$ cat config.mk
export PLATFORM = sky130hd
export DESIGN_NAME = fifo_rd_seq_cmp
export DESIGN_NICKNAME = d
export VERILOG_FILES = /design/src/rtl/fifo_rd_seq_cmp.sv
export SDC_FILE = /design/constraint.sdc
export NUM_CORES = 1
export LEC_CHECK = 0
export ABC_AREA = 1
export CORE_MARGIN = 2
export CORE_UTILIZATION = 48
export DETAILED_ROUTE_END_ITERATION = 6
export HOLD_SLACK_MARGIN = 0.06
export PLACE_DENSITY_LB_ADDON = 0.1
export SYNTH_ARGS = -nofsm -noshare
export SYNTH_HDL_FRONTEND = slang
export SYNTH_SLANG_ARGS = --single-unit
$ cat constraint.sdc
create_clock -name rd_clk -period 1.8 [get_ports rd_clk]
set_clock_uncertainty 0.1 [all_clocks]
set_input_delay 0.36 -clock rd_clk [delete_from_list [all_inputs] [get_ports rd_clk]]
set_output_delay 0.36 -clock rd_clk [all_outputs]
set_load 0.01 [all_outputs]
$ cat src/rtl/fifo_rd_seq_cmp.sv
// Read-data valid pipeline, expected-pattern register, compare and error capture.
// Optional macro FIFO_RD_CHECKER_RESYNC_EN re-locks the expected value onto received data after a mismatch.
module fifo_rd_seq_cmp #(
   parameter int                DATA_W     = 36,
   parameter int                RD_LATENCY = 1,
   parameter logic [DATA_W-1:0] FIRST_WORD = DATA_W'(1),
   parameter int                CNT_W      = 32,
   parameter int                ERR_W      = 16
) (
   input  logic              rd_clk,
   input  logic              rst,
   input  logic              i_clear,
   input  logic              i_rd_en,
   input  logic [DATA_W-1:0] i_dout,
   output logic              o_pipe_busy,
   output logic [CNT_W-1:0]  o_words_rd,
   output logic [ERR_W-1:0]  o_err_cnt,
   output logic              o_err,
   output logic [DATA_W-1:0] o_first_exp,
   output logic [DATA_W-1:0] o_first_got
);

   logic [RD_LATENCY-1:0] r_vld;
   logic [RD_LATENCY:0]   w_vld_in;
   logic [DATA_W-1:0]     r_exp;
   logic [DATA_W-1:0]     w_exp_next;
   logic                  w_chk;
   logic                  w_mis;

   assign w_vld_in    = {r_vld, i_rd_en};
   assign w_chk       = r_vld[RD_LATENCY-1];
   assign w_mis       = w_chk && (i_dout != r_exp);
   assign o_pipe_busy = |r_vld;

`ifdef FIFO_RD_CHECKER_RESYNC_EN
   assign w_exp_next = w_mis ? (i_dout + DATA_W'(1)) : (r_exp + DATA_W'(1));
`else
   assign w_exp_next = r_exp + DATA_W'(1);
`endif

   always_ff @(posedge rd_clk) begin
      if (rst) begin
         r_vld <= '0;
      end else begin
         r_vld <= w_vld_in[RD_LATENCY-1:0];
      end
   end

   always_ff @(posedge rd_clk) begin
      if (rst) begin
         r_exp       <= '0;
         o_words_rd  <= '0;
         o_err_cnt   <= '0;
         o_err       <= 1'b0;
         o_first_exp <= '0;
         o_first_got <= '0;
      end else if (i_clear) begin
         r_exp       <= FIRST_WORD;
         o_words_rd  <= '0;
         o_err_cnt   <= '0;
         o_err       <= 1'b0;
         o_first_exp <= '0;
         o_first_got <= '0;
      end else if (w_chk) begin
         r_exp      <= w_exp_next;
         o_words_rd <= o_words_rd + CNT_W'(1);
         if (w_mis) begin
            if (o_err_cnt != '1) begin
               o_err_cnt <= o_err_cnt + ERR_W'(1);
            end
            if (!o_err) begin
               o_err       <= 1'b1;
               o_first_exp <= r_exp;
               o_first_got <= i_dout;
            end
         end
      end
   end

endmodule

==> After elaboration in Yosys (flattened, before gate mapping) <==
Index checks and enable logic that the tools add are counted.
{ "totals": {"elab_cells": 22, "in_bits": 40, "ff_bits": 158} }
{ "op_classes": {"reduce_logical": 6, "addsub": 3, "eq_ne": 2, "muxes": 2, "bitwise_logic": 1} }
{ "ops": {"columns": ["op", "count"], "rows": [
  ["$add 36x1->36 const B", 1],
  ["$ne 36x36->1", 1],
  ["$add 32x1->32 const B", 1],
  ["$add 16x1->16 const B", 1],
  ["$ne 16x16->1 const B", 1],
  ["$reduce_and 3->1", 2],
  ["$mux 1", 2],
  ["$reduce_and 2->1", 1],
  ["$reduce_bool 2->1", 1],
  ["$reduce_or 2->1", 1],
  ["$logic_and 1x1->1", 1],
  ["$not 1->1", 1]
]} }

==> Longest topological paths before layout <==
{ "logic_depth": {"word_depth": 3, "mapped_depth": 13, "mapped_depth_nobuf": 12} }

==> Least setup slack after synthesis <==
Ideal clock, no wire load.
{ "synth_path": {"kind": "register -> register", "from": "register o_err_cnt[0]", "to": "register o_err_cnt[14]", "path_stages_with_launch": 13, "setup_ns": 0.110, "slack_ns": 0.061, "arrival_ns": 1.529, "path_buffers": 0, "path_cell_list": "dfxtp_1 > ha_1 > nand2_1 > nor2_1 > nand4_2 > nand2_1 > inv_1 > nand2_1 > inv_1 > nand3_1 > nand2_1 > inv_1 > nor2_1"} }
{ "synth_via": {"elab_chain_len": 2} }
{ "synth_rtl": {"columns": ["element", "line", "source"], "rows": [
  ["from (decl)", "17", "output logic [ERR_W-1:0] o_err_cnt,"],
  ["from (signal assigned)", "69", "o_err_cnt <= o_err_cnt + ERR_W'(1);"],
  ["branches (longest 2 deep; another with $add 16x1->16)", null, null]
]} }
Parallel ways; which one is timed is not known.
A chain may end at the register's enable or synchronous reset.

==> Worst setup path in the final report <==
{ "layout_path": {"from": "register r_exp[9]", "to": "register o_first_got[34]"} }
{ "layout_via": {"elab_chain_len": 3} }
{ "layout_rtl": {"columns": ["element", "line", "source"], "rows": [
  ["from (decl)", "25", "logic [DATA_W-1:0] r_exp;"],
  ["from (signal assigned)", "65", "r_exp <= w_exp_next;"],
  ["$ne 36x36->1", "32", "assign w_mis = w_chk && (i_dout != r_exp);"],
  ["$logic_and 1x1->1", "32", null],
  ["$reduce_and 3->1 (no line)", null, null],
  ["to (signal assigned)", "74", "o_first_got <= i_dout;"],
  ["to (decl)", "20", "output logic [DATA_W-1:0] o_first_got"]
]} }
Every way passes these cells.

==> results.py <==
metrics = {
    "pwr": {
        "p_int_mw": 6.68,
        "pwr-share-clk_pct": 47.1,
        "seqPwrFrac_pct": 40.5,
        "powerDensity_mw_per_mm2": 630,
        "comb_power_share_pct": 12.4,
        "peakVddDrop_mv": 0.721,
        "switchingPower_mw": 2.19,
        "power.leakage_nw": 6.59,
        "sw_frac_of_total_pct": 24.7,
    },
    "critical_path": {
        "worstSetupEndpointType": "flop",
        "reg2reg_depth": 13,
        "rrSetupSlack_ns": -0.22,
        "critPathKind": "reg2reg",
        "cp-start-kind": "flop",
        "critical_path_required_ns": 2.07,
        "r2r-end": "o_first_got[34]$_SDFFE_PP0P_",
        "timing.rr.start": "r_exp[9]$_SDFFE_PP0P_",
        "crit_fanout": 5,
        "worst_ep_arrival_time_ns": 2.29,
    },
    "grt": {
        "first_global_vias": 9215,
        "grt_max_degree": 42,
        "grt_overflow": 0,
        "grt_use_total_pct": 28.7,
        "antenna_found_initial": 2,
        "grt_pass1_wl_um": 45100,
    },
    "status": {
        "status": "finished, violations left",
        "violations": "design-rule violations, negative setup slack",
    },
    "die": {
        "die-width_um": 138,
        "initial_utilization_pct": 48.4,
        "die_height_um": 138,
        "die_area_mm2": 0.0191,
        "coreArea_mm2": 0.0178,
        "rows": 49,
        "io_pins": 162,
    },
    "detailed_routing": {
        "drtAntennaViolNets": 0,
        "drt-initial-drc-count": 865,
        "wl_per_cell_um": 15.9,
        "vias_per_cell": 5.24,
        "drt_wl_total_um": 31600,
        "vias": 10400,
        "drc_errors": 3,
        "first_pass_iters": 7,
    },
    "yosys": {
        "ys_warn_count": 0,
        "yosys.area_share.adder_pct": 0.434,
        "synth_compound_gate_area_share_pct": 5.31,
        "synth_area_mm2": 0.00864,
        "synth_top_family_by_area": "simple AND/OR/NAND/NOR gates",
        "syn-num-nets": 1438,
        "synthXorXnorAreaFrac_pct": 2.03,
        "synth-seq-area-share_pct": 36.6,
        "ys_types": 36,
        "synthMuxAreaShare_pct": 0,
        "synth-seq-cells": 158,
        "syn_inst": 1395,
        "avgSynthCellArea_um2": 6.19,
        "synthSimpleGateAreaFrac_pct": 38.6,
    },
    "min_path": {
        "hold_class": "in2reg",
        "min_to": "o_first_got[5]$_SDFFE_PP0P_",
        "whs_path_depth": 5,
        "min_from": "i_dout[5]",
    },
    "clock_tree": {
        "cts.clk_slew.worst_paths_ns": 0.07,
        "clock-sinks": 158,
        "cts_tree": "built",
        "cts_root_buf": "clkbuf_16",
        "cts_buffer_depth": 2,
        "clock_latency_ns": 0.43,
        "holdBufCountCts": 0,
        "cts-buffers-inserted": 17,
        "h-tree-depth": 4,
    },
    "sta": {
        "tightest_slew_ns": 0.447,
        "setup_violations": 90,
        "max_freq_mhz": 495,
        "setup_ws_ns": -0.219,
        "period_minus_slack_ns": 2.02,
        "hold_viol": 0,
        "setup_tns_ns": -13.64,
        "whs_ns": 0.339,
        "rsz0062_at_grt": "true",
        "max_slew_margin_pct": 70.2,
        "period_share_pct": 112,
        "final-max-slew-violation-count": 0,
    },
    "placed_design": {
        "place_inst": 1893,
        "place.gp.congestion": 0.911,
        "port_buffers": 161,
        "dp_hpwl_um": 18400,
        "dpl_worst_slack_ns": -0.621,
    },
    "run": {
        "cap_violations": 0,
    },
    "cells_and_area": {
        "area_growth_pct": 63.0,
        "drive_gt1_share_pct": 29.5,
        "nets": 1785,
        "stdcell_count": 1986,
        "fillCellCount": 1265,
    },
}
kinds of logic after synthesis:
family                   after synthesis
AND/OR/NAND/NOR                      755
buffers and inverters                372
flip-flops                           158
AO/OA/AOI/OAI                         87
XOR/XNOR                              20
adder cells (fa/ha/maj)                3
what timing repair did:
action,CTS,global route
endpoints found under the setup margin,154,137
resized for setup,186,267
gates cloned,11,12
setup buffers,21,21
pin swaps,45,88
synthesized netlist by cell type (all sizes together):
library cell	count	area [µm²]
nand4	122	769
nand3b	2	15.0
nor3	44	225
and3	1	6.26
inv	246	923
buf	21	156
xor2	9	78.8
ha	3	37.5
xnor2	11	96.3
nor3b	2	15.0
nor2	181	682
o21bai	3	22.5
a31oi	1	6.26
a21o	1	7.51
nor4	6	52.6
dfxtp	158	3160
o21a	5	37.5
o21ai	32	160
nand2	349	1310
or2	3	18.8
a21oi	45	225
nand3	45	235
clkbuf	36	135
clkinv	69	259
final cells by class:
type / instances / area, µm² / area share, %
sequential: 158 / 3230 / 23.0
tap: 229 / 287 / 2.03
timing repair buffer: 384 / 3870 / 27.5
multi-input combinational: 866 / 4810 / 34.2
clock buffer: 20 / 478 / 3.39
inverter: 315 / 1190 / 8.43
clock inverter: 12 / 204 / 1.45
antenna: 2 / 5.00 / 0.0355
sequential cells by signal (all words and copies together), names as in the netlist:
signal,flops
o_pipe_busy,1
o_err,1
r_exp,36
o_first_exp,36
o_words_rd,32
o_err_cnt,16
o_first_got,36
worst max-delay path: stages (launching register included):
cell and delay [ns]:
dfxtp_2 0.37, inv_2 0.05, nand2_1 0.08, nand4_1 0.20, nor2_2 0.15, nand2_2 0.07
nor2_4 0.16, buf_6 0.14, nand2_8 0.06, buf_12 0.14, buf_8 0.12, nand4_1 0.09
nand2_2 0.10, nor2_2 0.12
metal layers:
metal,part of all wire [%],GRT usage (%),vias up
li1,-,-,5015
met1,40,36.7,4779
met2,48,47.7,502
met3,7.6,4.95,107
met4,4.2,13.1,0
met5,0,0,-
power by group through the flow:
stage,clock [mW],sequential [mW],combinational (mW)
after detailed placement,0,3.67,0.872
after global placement,0,3.67,0.859
final,4.18,3.59,1.10
after global routing,4.35,3.60,1.18
after floorplan,0,3.69,0.427
after CTS,4.21,3.59,0.950
cells in the final DEF, fill, tap and decap left out, types with 4 or more instances in the layout:
cell	count
nand2_4	42
nor3_1	33
clkbuf_16	27
o21ai_1	4
nor3_2	9
o21a_1	5
buf_16	6
nand2_1	279
nor2_4	12
xor2_1	9
clkinv_1	48
buf_4	167
dfxtp_1	113
clkdlybuf4s50_1	56
bufinv_16	5
buf_12	18
nand3_2	18
o21ai_0	25
buf_8	6
nand3_1	24
nor2_2	28
inv_2	59
dlygate4sd2_1	82
dfxtp_2	40
xnor2_1	11
inv_1	206
dfxtp_4	5
nand2_2	28
buf_6	16
nor2_1	141
nand4_1	121
a21oi_1	44
dlymetal6s2s_1	23
worst max-delay path by stage:
stage	start	to	slack (ns)
2_1_floorplan	o_err_cnt[0]$_SDFFE_PP0P_	o_err_cnt[14]$_SDFFE_PP0P_	0.06
5_1_grt	r_exp[9]$_SDFFE_PP0P_	o_first_got[34]$_SDFFE_PP0P_	-0.31
3_3_place_gp	i_dout[10]	o_first_exp[19]$_SDFFE_PP0P_	-0.60
3_5_place_dp	i_dout[27]	o_first_exp[7]$_SDFFE_PP0P_	-0.62
4_1_cts	r_exp[33]$_SDFFE_PP0P_	o_first_exp[19]$_SDFFE_PP0P_	-0.14
6_report	r_exp[9]$_SDFFE_PP0P_	o_first_got[34]$_SDFFE_PP0P_	-0.22
per-stage QoR:
stage	cell area, µm²	total power, mW	utilization [%]
6_report	14100	8.87	78.9
5_1_grt	14100	9.13	78.9
4_1_cts	13000	8.75	72.7
3_5_place_dp	11600	4.54	65.1
3_3_place_gp	11600	4.53	65.1
2_1_floorplan	8640	4.12	-
No activity file was read; power rests on OpenSTA's default activity.
